### src/rtl/tetris_pkg.sv
// Shared Tetris definitions: playfield geometry defaults, piece index
// encoding, 9-bit RRR_GGG_BBB palette constants and board sequencer states.
package tetris_pkg;

  localparam int DEF_COLS  = 10;
  localparam int DEF_ROWS  = 20;
  localparam int DEF_CELL  = 20;
  localparam int DEF_ORG_X = 220;
  localparam int DEF_ORG_Y = 40;

  typedef enum logic [2:0] {
    PC_EMPTY = 3'd0,
    PC_I     = 3'd1,
    PC_O     = 3'd2,
    PC_T     = 3'd3,
    PC_S     = 3'd4,
    PC_Z     = 3'd5,
    PC_J     = 3'd6,
    PC_L     = 3'd7
  } piece_e;

  localparam logic [8:0] CLR_BG = 9'b000_000_000;
  localparam logic [8:0] CLR_I  = 9'b000_111_111;
  localparam logic [8:0] CLR_O  = 9'b111_111_000;
  localparam logic [8:0] CLR_T  = 9'b101_000_111;
  localparam logic [8:0] CLR_S  = 9'b000_111_000;
  localparam logic [8:0] CLR_Z  = 9'b111_000_000;
  localparam logic [8:0] CLR_J  = 9'b000_000_111;
  localparam logic [8:0] CLR_L  = 9'b111_100_000;

  typedef enum logic [2:0] {
    ST_IDLE  = 3'd0,
    ST_RD    = 3'd1,
    ST_LATCH = 3'd2,
    ST_ISSUE = 3'd3,
    ST_WAIT  = 3'd4,
    ST_ADV   = 3'd5,
    ST_FIN   = 3'd6
  } state_e;

endpackage

### src/rtl/tetris_palette.sv
// Combinational piece-index to 9-bit colour lookup; empty cells map to
// the background colour.
module tetris_palette
  import tetris_pkg::*;
(
  input  logic [2:0] i_idx,
  output logic [8:0] o_color
);

  always_comb begin
    o_color = CLR_BG;
    case (piece_e'(i_idx))
      PC_I:    o_color = CLR_I;
      PC_O:    o_color = CLR_O;
      PC_T:    o_color = CLR_T;
      PC_S:    o_color = CLR_S;
      PC_Z:    o_color = CLR_Z;
      PC_J:    o_color = CLR_J;
      PC_L:    o_color = CLR_L;
      default: o_color = CLR_BG;
    endcase
  end

endmodule

### src/rtl/board_draw_seq.sv
// Walks the playfield row-major on a frame request and issues one box-draw
// command per cell to the renderer, waiting for its done between cells.
module board_draw_seq
  import tetris_pkg::*;
#(
  parameter int COLS  = DEF_COLS,
  parameter int ROWS  = DEF_ROWS,
  parameter int CELL  = DEF_CELL,
  parameter int ORG_X = DEF_ORG_X,
  parameter int ORG_Y = DEF_ORG_Y
) (
  input  logic       CLOCK_50,
  input  logic       resetn,
  input  logic       frame_req,
  output logic       busy,
  output logic       frame_done,
  output logic [7:0] cell_addr,
  output logic       cell_rd,
  input  logic [2:0] cell_data,
  output logic       box_start,
  output logic [9:0] box_x,
  output logic [8:0] box_y,
  output logic [8:0] box_color,
  input  logic       box_done
);

  localparam int COL_W = $clog2(COLS);
  localparam int ROW_W = $clog2(ROWS);

  state_e           r_state;
  state_e           w_next;
  logic [COL_W-1:0] r_col;
  logic [ROW_W-1:0] r_row;
  logic [7:0]       r_addr;
  logic [9:0]       r_x;
  logic [8:0]       r_y;
  logic [8:0]       r_color;
  logic [8:0]       w_pal;
  logic             w_last;

  tetris_palette u_palette (
    .i_idx   (cell_data),
    .o_color (w_pal)
  );

  assign w_last = (r_col == COL_W'(COLS - 1)) && (r_row == ROW_W'(ROWS - 1));

  // Position is tracked by running accumulators so no multiplier is needed.
  always_ff @(posedge CLOCK_50) begin
    if (!resetn) begin
      r_state <= ST_IDLE;
      r_col   <= '0;
      r_row   <= '0;
      r_addr  <= '0;
      r_x     <= 10'(ORG_X);
      r_y     <= 9'(ORG_Y);
      r_color <= '0;
    end else begin
      r_state <= w_next;
      case (r_state)
        ST_LATCH: r_color <= w_pal;
        ST_ADV: begin
          if (!w_last) begin
            r_addr <= r_addr + 8'd1;
            if (r_col == COL_W'(COLS - 1)) begin
              r_col <= '0;
              r_row <= r_row + ROW_W'(1);
              r_x   <= 10'(ORG_X);
              r_y   <= r_y + 9'(CELL);
            end else begin
              r_col <= r_col + COL_W'(1);
              r_x   <= r_x + 10'(CELL);
            end
          end
        end
        ST_FIN: begin
          r_col  <= '0;
          r_row  <= '0;
          r_addr <= '0;
          r_x    <= 10'(ORG_X);
          r_y    <= 9'(ORG_Y);
        end
        default: ;
      endcase
    end
  end

  always_comb begin
    w_next     = r_state;
    busy       = 1'b0;
    frame_done = 1'b0;
    cell_rd    = 1'b0;
    box_start  = 1'b0;
    case (r_state)
      ST_IDLE: if (frame_req) w_next = ST_RD;
      ST_RD: begin
        busy    = 1'b1;
        cell_rd = 1'b1;
        w_next  = ST_LATCH;
      end
      ST_LATCH: begin
        busy   = 1'b1;
        w_next = ST_ISSUE;
      end
      ST_ISSUE: begin
        busy      = 1'b1;
        box_start = 1'b1;
        w_next    = ST_WAIT;
      end
      ST_WAIT: begin
        busy = 1'b1;
        if (box_done) w_next = ST_ADV;
      end
      ST_ADV: begin
        busy   = 1'b1;
        w_next = w_last ? ST_FIN : ST_RD;
      end
      ST_FIN: begin
        frame_done = 1'b1;
        w_next     = ST_IDLE;
      end
      default: w_next = ST_IDLE;
    endcase
  end

  assign cell_addr = r_addr;
  assign box_x     = r_x;
  assign box_y     = r_y;
  assign box_color = r_color;

endmodule

### config.mk
export PLATFORM = sky130hd
export DESIGN_NAME = board_draw_seq
export DESIGN_NICKNAME = d
export VERILOG_FILES = /design/src/rtl/tetris_pkg.sv /design/src/rtl/tetris_palette.sv /design/src/rtl/board_draw_seq.sv
export SDC_FILE = /design/constraint.sdc
export NUM_CORES = 1
export LEC_CHECK = 0
export CORE_UTILIZATION = 30
export CTS_BUF_LIST = sky130_fd_sc_hd__clkbuf_8
export CTS_CLUSTER_DIAMETER = 60
export DETAILED_ROUTE_END_ITERATION = 8
export GPL_TIMING_DRIVEN = 0
export RECOVER_POWER = 50
export SLEW_MARGIN = 20
export SYNTH_ARGS = -nofsm -noshare
export SYNTH_HDL_FRONTEND = slang
export SYNTH_SLANG_ARGS = --single-unit
### constraint.sdc
create_clock -name CLOCK_50 -period 2.6 [get_ports CLOCK_50]
set_clock_uncertainty 0.2 [all_clocks]
set_input_delay 0.52 -clock CLOCK_50 [delete_from_list [all_inputs] [get_ports CLOCK_50]]
set_output_delay 0.52 -clock CLOCK_50 [all_outputs]
set_load 0.02 [all_outputs]
==> flow_metrics.tcl <==
set metrics [dict create \
    track_usage_pct 12.97 \
    drtIter0Drc 158 \
    final_max_slew_viol_count 0 \
    setup_viol 0 \
    cts_sinks 40 \
    comb_power_share_pct 12.6 \
    first_global_vias 1592 \
    synth-compound-area-share_pct 21.92 \
    end_kind "output pin" \
    max_slew_margin_pct 37.49 \
    row_count 30 \
    die_w_um 85.68 \
    drive_gt1_share_pct 10.20 \
    insertion_delay_ns 0.30 \
    cts_tree "done" \
    cts-resized-gates 0 \
    worst_ep_required_time_ns 1.88 \
    worstSetupStartpointType "flop" \
    io_pins 47 \
    drt-total-wl_um 4550 \
    area_growth_pct 29.30 \
    regArea_um2 800.8 \
    cts_buffers 5 \
    status "completed" \
    wl_per_cell_um 11.67 \
    grt_overflow 0 \
    drtPass1Iterations 4 \
    hold_class "reg -> reg" \
    hold_start "box_x[9]$_SDFFE_PN0P_" \
    crit_fanout 10 \
    clkTransAtPathRegs_ns 0.08 \
    cts_root_buffer "clkbuf_8" \
    tightest_slew_ns 0.9304 \
    postCtsSetupBuffers 0 \
    port_buffers 41 \
    p_switching_mw 0.3128 \
    r2r-start "r_row[0]$_SDFFE_PN0P_" \
    synth_top_area_share_pct 38.12 \
    period_needed_ns 2.444 \
    synth_warnings 0 \
    yosysSeqAreaShare_pct 38.12 \
    synthFlopType "dfxtp_1" \
    clockBufferDepth 2 \
    hold_viol 0 \
    die_h_um 85.68 \
    nets 307 \
    antenna_found_initial 0 \
    fmax_mhz 409.2 \
    yosysTopAreaCell "dfxtp_1" \
    worst_ir_drop_vdd_uv 168.3 \
    setup_tns_ns 0 \
    vias 1873 \
    ys_ff_latch 40 \
    placed_area_mm2 0.002643 \
    core_area_mm2 0.006794 \
    synthDistinctLibCells 48 \
    maxCapViolCount 0 \
    synth-edff-count 0 \
    place_congestion 0.7577 \
    synth-async-reset-ratio_pct 0 \
    criticalPathCategory "reg -> out" \
    drtAntennaViolNets 0 \
    grt_max_degree 12 \
    ys_top_cells_by_count "dfxtp_1, a21oi_1, nor2_1" \
    muxShareOfSynthArea_pct 3.812 \
    start_util_pct 30.92 \
    grt_pass1_wl_um 7596 \
    power_frac_seq_pct 50.6 \
    ys_top_cells_by_area "dfxtp_1, a21oi_1, mux2i_1, nor2_1, ha_1" \
    ff2ff_setup_slack_ns 0.38 \
    rsz0062_at_grt "no" \
    setup_ws_ns 0.1564 \
    dp_slack_ns 0.05005 \
    dp_hpwl_um 3315 \
    clockPowerShare_pct 36.8 \
    cp-startpoint "r_state[2]$_SDFFE_PN0P_" \
    dieArea_mm2 0.007341 \
    drc 0 \
    fill_cells 729 \
    postCtsHoldBufs 0 \
    p_per_area_mw_per_mm2 458.0 \
    yosys.cell_count.top_type "dfxtp_1" \
    intPower_mw 0.9314 \
    synth_xor_area_share_pct 3.335 \
    syn_area_mm2 0.002101 \
    viasPerCell 4.803 \
    leakage_nw 1.014 \
    yosys.area_share.simple_pct 22.10 \
    yosys.area_share.adder_pct 3.574 \
    synthCells 243 \
    cts.htree.levels 2 \
    design_area_mm2 0.002716 \
    syn_area_per_cell_um2 8.645 \
    cp.arrival_ns 1.72 \
    multi_input_area_mm2 0.001142 \
    fin_crit_sh_pct 93.99 \
    switching_share_pct 25.14 \
    n_antenna_cell 0 \
    synth_top_family_by_area "simple AND/OR/NAND/NOR gates" \
]
[registers in the layout, indices dropped and copies added (netlist names)]
name	flops
r_state	3
box_y	7
box_color	5
cell_addr	8
box_x	8
r_col	4
r_row	5
[final cells by class]
cell class | count | area share [%]
buffer | 19 | 4.560
clock buffer | 7 | 3.547
inverter | 6 | 0.8291
multi-input combinational | 181 | 42.05
sequential | 40 | 29.48
tap | 96 | 4.422
timing repair buffer | 41 | 15.11
[metrics by stage]
step,hold WS (ns),cells,util (%),power [mW]
after CTS,0.2765,390,40.31,1.259
after global placement,0.2602,383,38.90,0.8039
final,0.2700,390,39.98,1.244
after global routing,0.2993,390,39.98,1.297
after detailed placement,0.2678,383,38.90,0.8052
after floorplan,0.2488,246,-,0.7480
[critical path, stage by stage, from the launching register on]
cell             delay [ns]
dfxtp_1                0.39
buf_2                  0.23
nor3_1                 0.08
a21oi_1                0.11
clkdlybuf4s50_1        0.61
[layout by cell type, fill, tap and decap left out, types with 8 or more instances in the layout]
master,Yosys,layout
nor2_1,21,21
dlygate4sd3_1,0,24
xnor2_1,8,8
o21ai_0,8,9
mux2i_1,8,8
clkdlybuf4s50_1,0,17
nand2_1,18,18
o21ai_1,9,9
buf_4,8,8
dfxtp_1,40,40
a21oi_1,24,24
nand3_1,11,11
[logic make-up (layout without fill, tap and decap cells)]
group                      after synthesis  after routing
AOI/OAI and AO/OA                       70             70
xor gates and xnor gates                 8              8
adders and majority gates                6              6
buffers and inverters                   25             73
DFF                                     40             40
muxes                                    8              8
other                                    1              4
and+or+nand+nor                         85             85
[routing by layer]
metal / wire length, um / vias up / GRT usage, % / part of all wire [%]
met4: 89 / 0 / 6.364 / 2.0
li1: - / 975 / - / -
met5: 0 / - / 0 / 0
met1: 2231 / 857 / 17.19 / 49
met2: 2087 / 34 / 20.36 / 46
met3: 141 / 7 / 2.310 / 3.1
[power by group through the flow]
stage | clock [mW] | combinational, mW | sequential, mW
after global routing | 0.496 | 0.169 | 0.631
after global placement | 0 | 0.159 | 0.644
final | 0.458 | 0.156 | 0.630
after CTS | 0.467 | 0.161 | 0.630
after detailed placement | 0 | 0.161 | 0.644
after floorplan | 0 | 0.0966 | 0.651
[worst paths after layout]
| kind | endpoint | depth (start not counted) |
|---|---|---|
| max | busy | 4 |
| min | box_x[9]$_SDFFE_PN0P_ | 2 |
| max reg2reg | box_y[5]$_SDFFE_PN1P_ | 5 |
| min reg2reg | box_x[9]$_SDFFE_PN0P_ | 2 |
Note: power is estimated with default switching activity, not from simulation.
==> variant (same flow settings) <==
Set the package constant `DEF_ROWS` to 10 (it was 20).
--- a/src/rtl/tetris_pkg.sv
+++ b/src/rtl/tetris_pkg.sv
@@ -3,7 +3,7 @@
 package tetris_pkg;
 
   localparam int DEF_COLS  = 10;
-  localparam int DEF_ROWS  = 20;
+  localparam int DEF_ROWS  = 10;
   localparam int DEF_CELL  = 20;
   localparam int DEF_ORG_X = 220;
   localparam int DEF_ORG_Y = 40;
Check against the original RTL: no difference found for any inputs over 10 cycles, from zero or initial values and one cycle with resetn low; that may be too few to reach the edited logic, so the function may still have changed.
==> variant against the unedited design <==
Clock power rose by 16%. Design area is 1.5% lower. Cell count shrank 6.9%. Wire length rose by 1.7%. Total power increased by 4.8%. Sequential cell count decreased by 1. Worst setup slack worse by 0.058 ns. Synthesized cell count fell by 3.7%. Area after synthesis is 1.7% lower. Fmax is 2.3% lower. Critical path type unchanged. Largest cell class unchanged. Highest routed layer unchanged.
==> variant: results (changes against the unedited design) <==
Status
  – Run status: finished clean

Pwr
  – Clk pwr share: 0.407 (+0.039)
  – Power Total: 1.304 mW (+4.8%)
  – Leakage: 1.089 nW (+7.4%)
  – Peak supply drop: 0.1943 mV (+15%)
  – Sw frac: 0.2406 (-0.01082)

Detailed routing
  – Drt first pass iters: 6 (+2)
  – DR vias/cell: 5.176 (+7.8%)
  – Initial DRC Count: 79 (-50%)
  – Met1 wire length: 2318 um (+3.9%)
  – Met2 WL post-DR: 2032 um (-2.6%)
  – Routed wire per std cell: 12.75 um (+9.3%)
  – Met3 WL: 242 um (+72%)

Setup path
  – Reg2reg end: r_col[3]
  – Max FO, Critical Path: 10 (unchanged)
  – R2R cell count: 6 (+1)
  – Reg2reg start: r_col[0]
  – WP data arrival: 1.78 ns (+0.06 ns)
  – Worst stage delay on the critical path: between 0.6 and 0.7 ns
  – FF-to-FF setup slack: 0.23 ns (-0.15 ns)
  – CP startpoint: r_state[0]
  – Setup crit end kind: output pin

Placed design
  – GPL Wtd Cong: 0.7726 (+2.0%)
  – Placed cell area: 0.002582 mm2 (-2.3%)
  – DP HPWL: 3334 um (+0.59%)
  – Setup WS pre-CTS: 0.3199 ns (+0.2699 ns)

Yosys
  – Post-synthesis compound-gate area fraction: 0.1739 (-0.04524)
  – Commonest register cell after synthesis: dfxtp_1
  – Post-synth top cells: dfxtp_1, a21oi_1, nor2_1, nand2_1
  – Netlist cell types: 45 (-6.3%)
  – XOR/XNOR Fraction of Synth Area: 0.06303 (+0.02968)
  – Ranking of synthesized cells by area: dfxtp_1, a21oi_1, ha_1
  – Register area share after synthesis: 0.3782 (-0.002997)
  – Synth Area in Adders: 0.04242 (+0.006689)
  – Mux share of post-synthesis cell area: 0.01455 (-0.02357)

GRT
  – Pin count of the biggest net entering global routing: 13 (+1)
  – Grt ovf: 0 (unchanged)
  – GR Layer Usage met3: 0.04183 (+0.01873)
  – Global Route Usage Sum: 0.1323 (+0.002581)
  – Vias in the first global route: 1606 (+0.88%)
  – Met1 Use GR: 0.1847 (+0.01277)
  – Global-route met2 utilization: 0.1965 (-0.007155)
  – First-pass GRT wire length: 7686 um (+1.2%)

Min path
  – Hold Path End: cell_addr[7]
  – Hold_sp: cell_addr[7]

Timing
  – Final Critical Period: 2.502 ns (+0.05838 ns)
  – Worst Tran Pin Value: 1.075 ns (+0.1441 ns)

CTS
  – CTS clk-pin slew, worst paths: 0.08 ns (about the same)
  – PostCTS Resize Cnt: 0 (unchanged)
  – Postcts setup bufs: 0 (unchanged)
  – Clock Sink Count: 39 (-2.5%)
  – CTS buffer count: 5 (unchanged)

Final layout
  – Antenna cells: 0 (unchanged)
  – Nets@finish: 299 (-2.6%)
  – Layout cells sized above 1: 0.08741 (-0.01463)
[variant: cell types whose count changed after synthesis, moves of 4 or more]
cell      delta
a21oi_1      -6
mux2i_1      -5
nand2_1      -4
nor2_1       -5
nor2b_1      +4
o211ai_1     +4
o21ai_0      +4
o21ai_1      -9
or4_1        +4
[variant: cell families after synthesis]
logic type                 after synthesis
AOI/OAI and AO/OA                       56
xor gates and xnor gates                14
adders and majority gates                7
buffers and inverters                   25
DFF                                     39
muxes                                    3
other                                    1
and+or+nand+nor                         89
[variant: cell type report]
type,instances,area [um2]
Clock buffer,6,82.58
Inverter,7,26.28
Fill cell,678,3819
Tap cell,77,96.34
Timing Repair Buffer,41,415.4
Clock inverter,2,35.03
Buffer,18,107.6
Multi-Input combinational cell,173,1132
Sequential cell,39,780.7
[variant: stage by stage]
stage / hold slack, ns / std cells
after floorplan: 0.2801 / 237
after global placement: 0.2639 / 355
after detailed placement: 0.2734 / 355
after CTS: 0.2860 / 363
after global routing: 0.2910 / 363
final: 0.2802 / 363
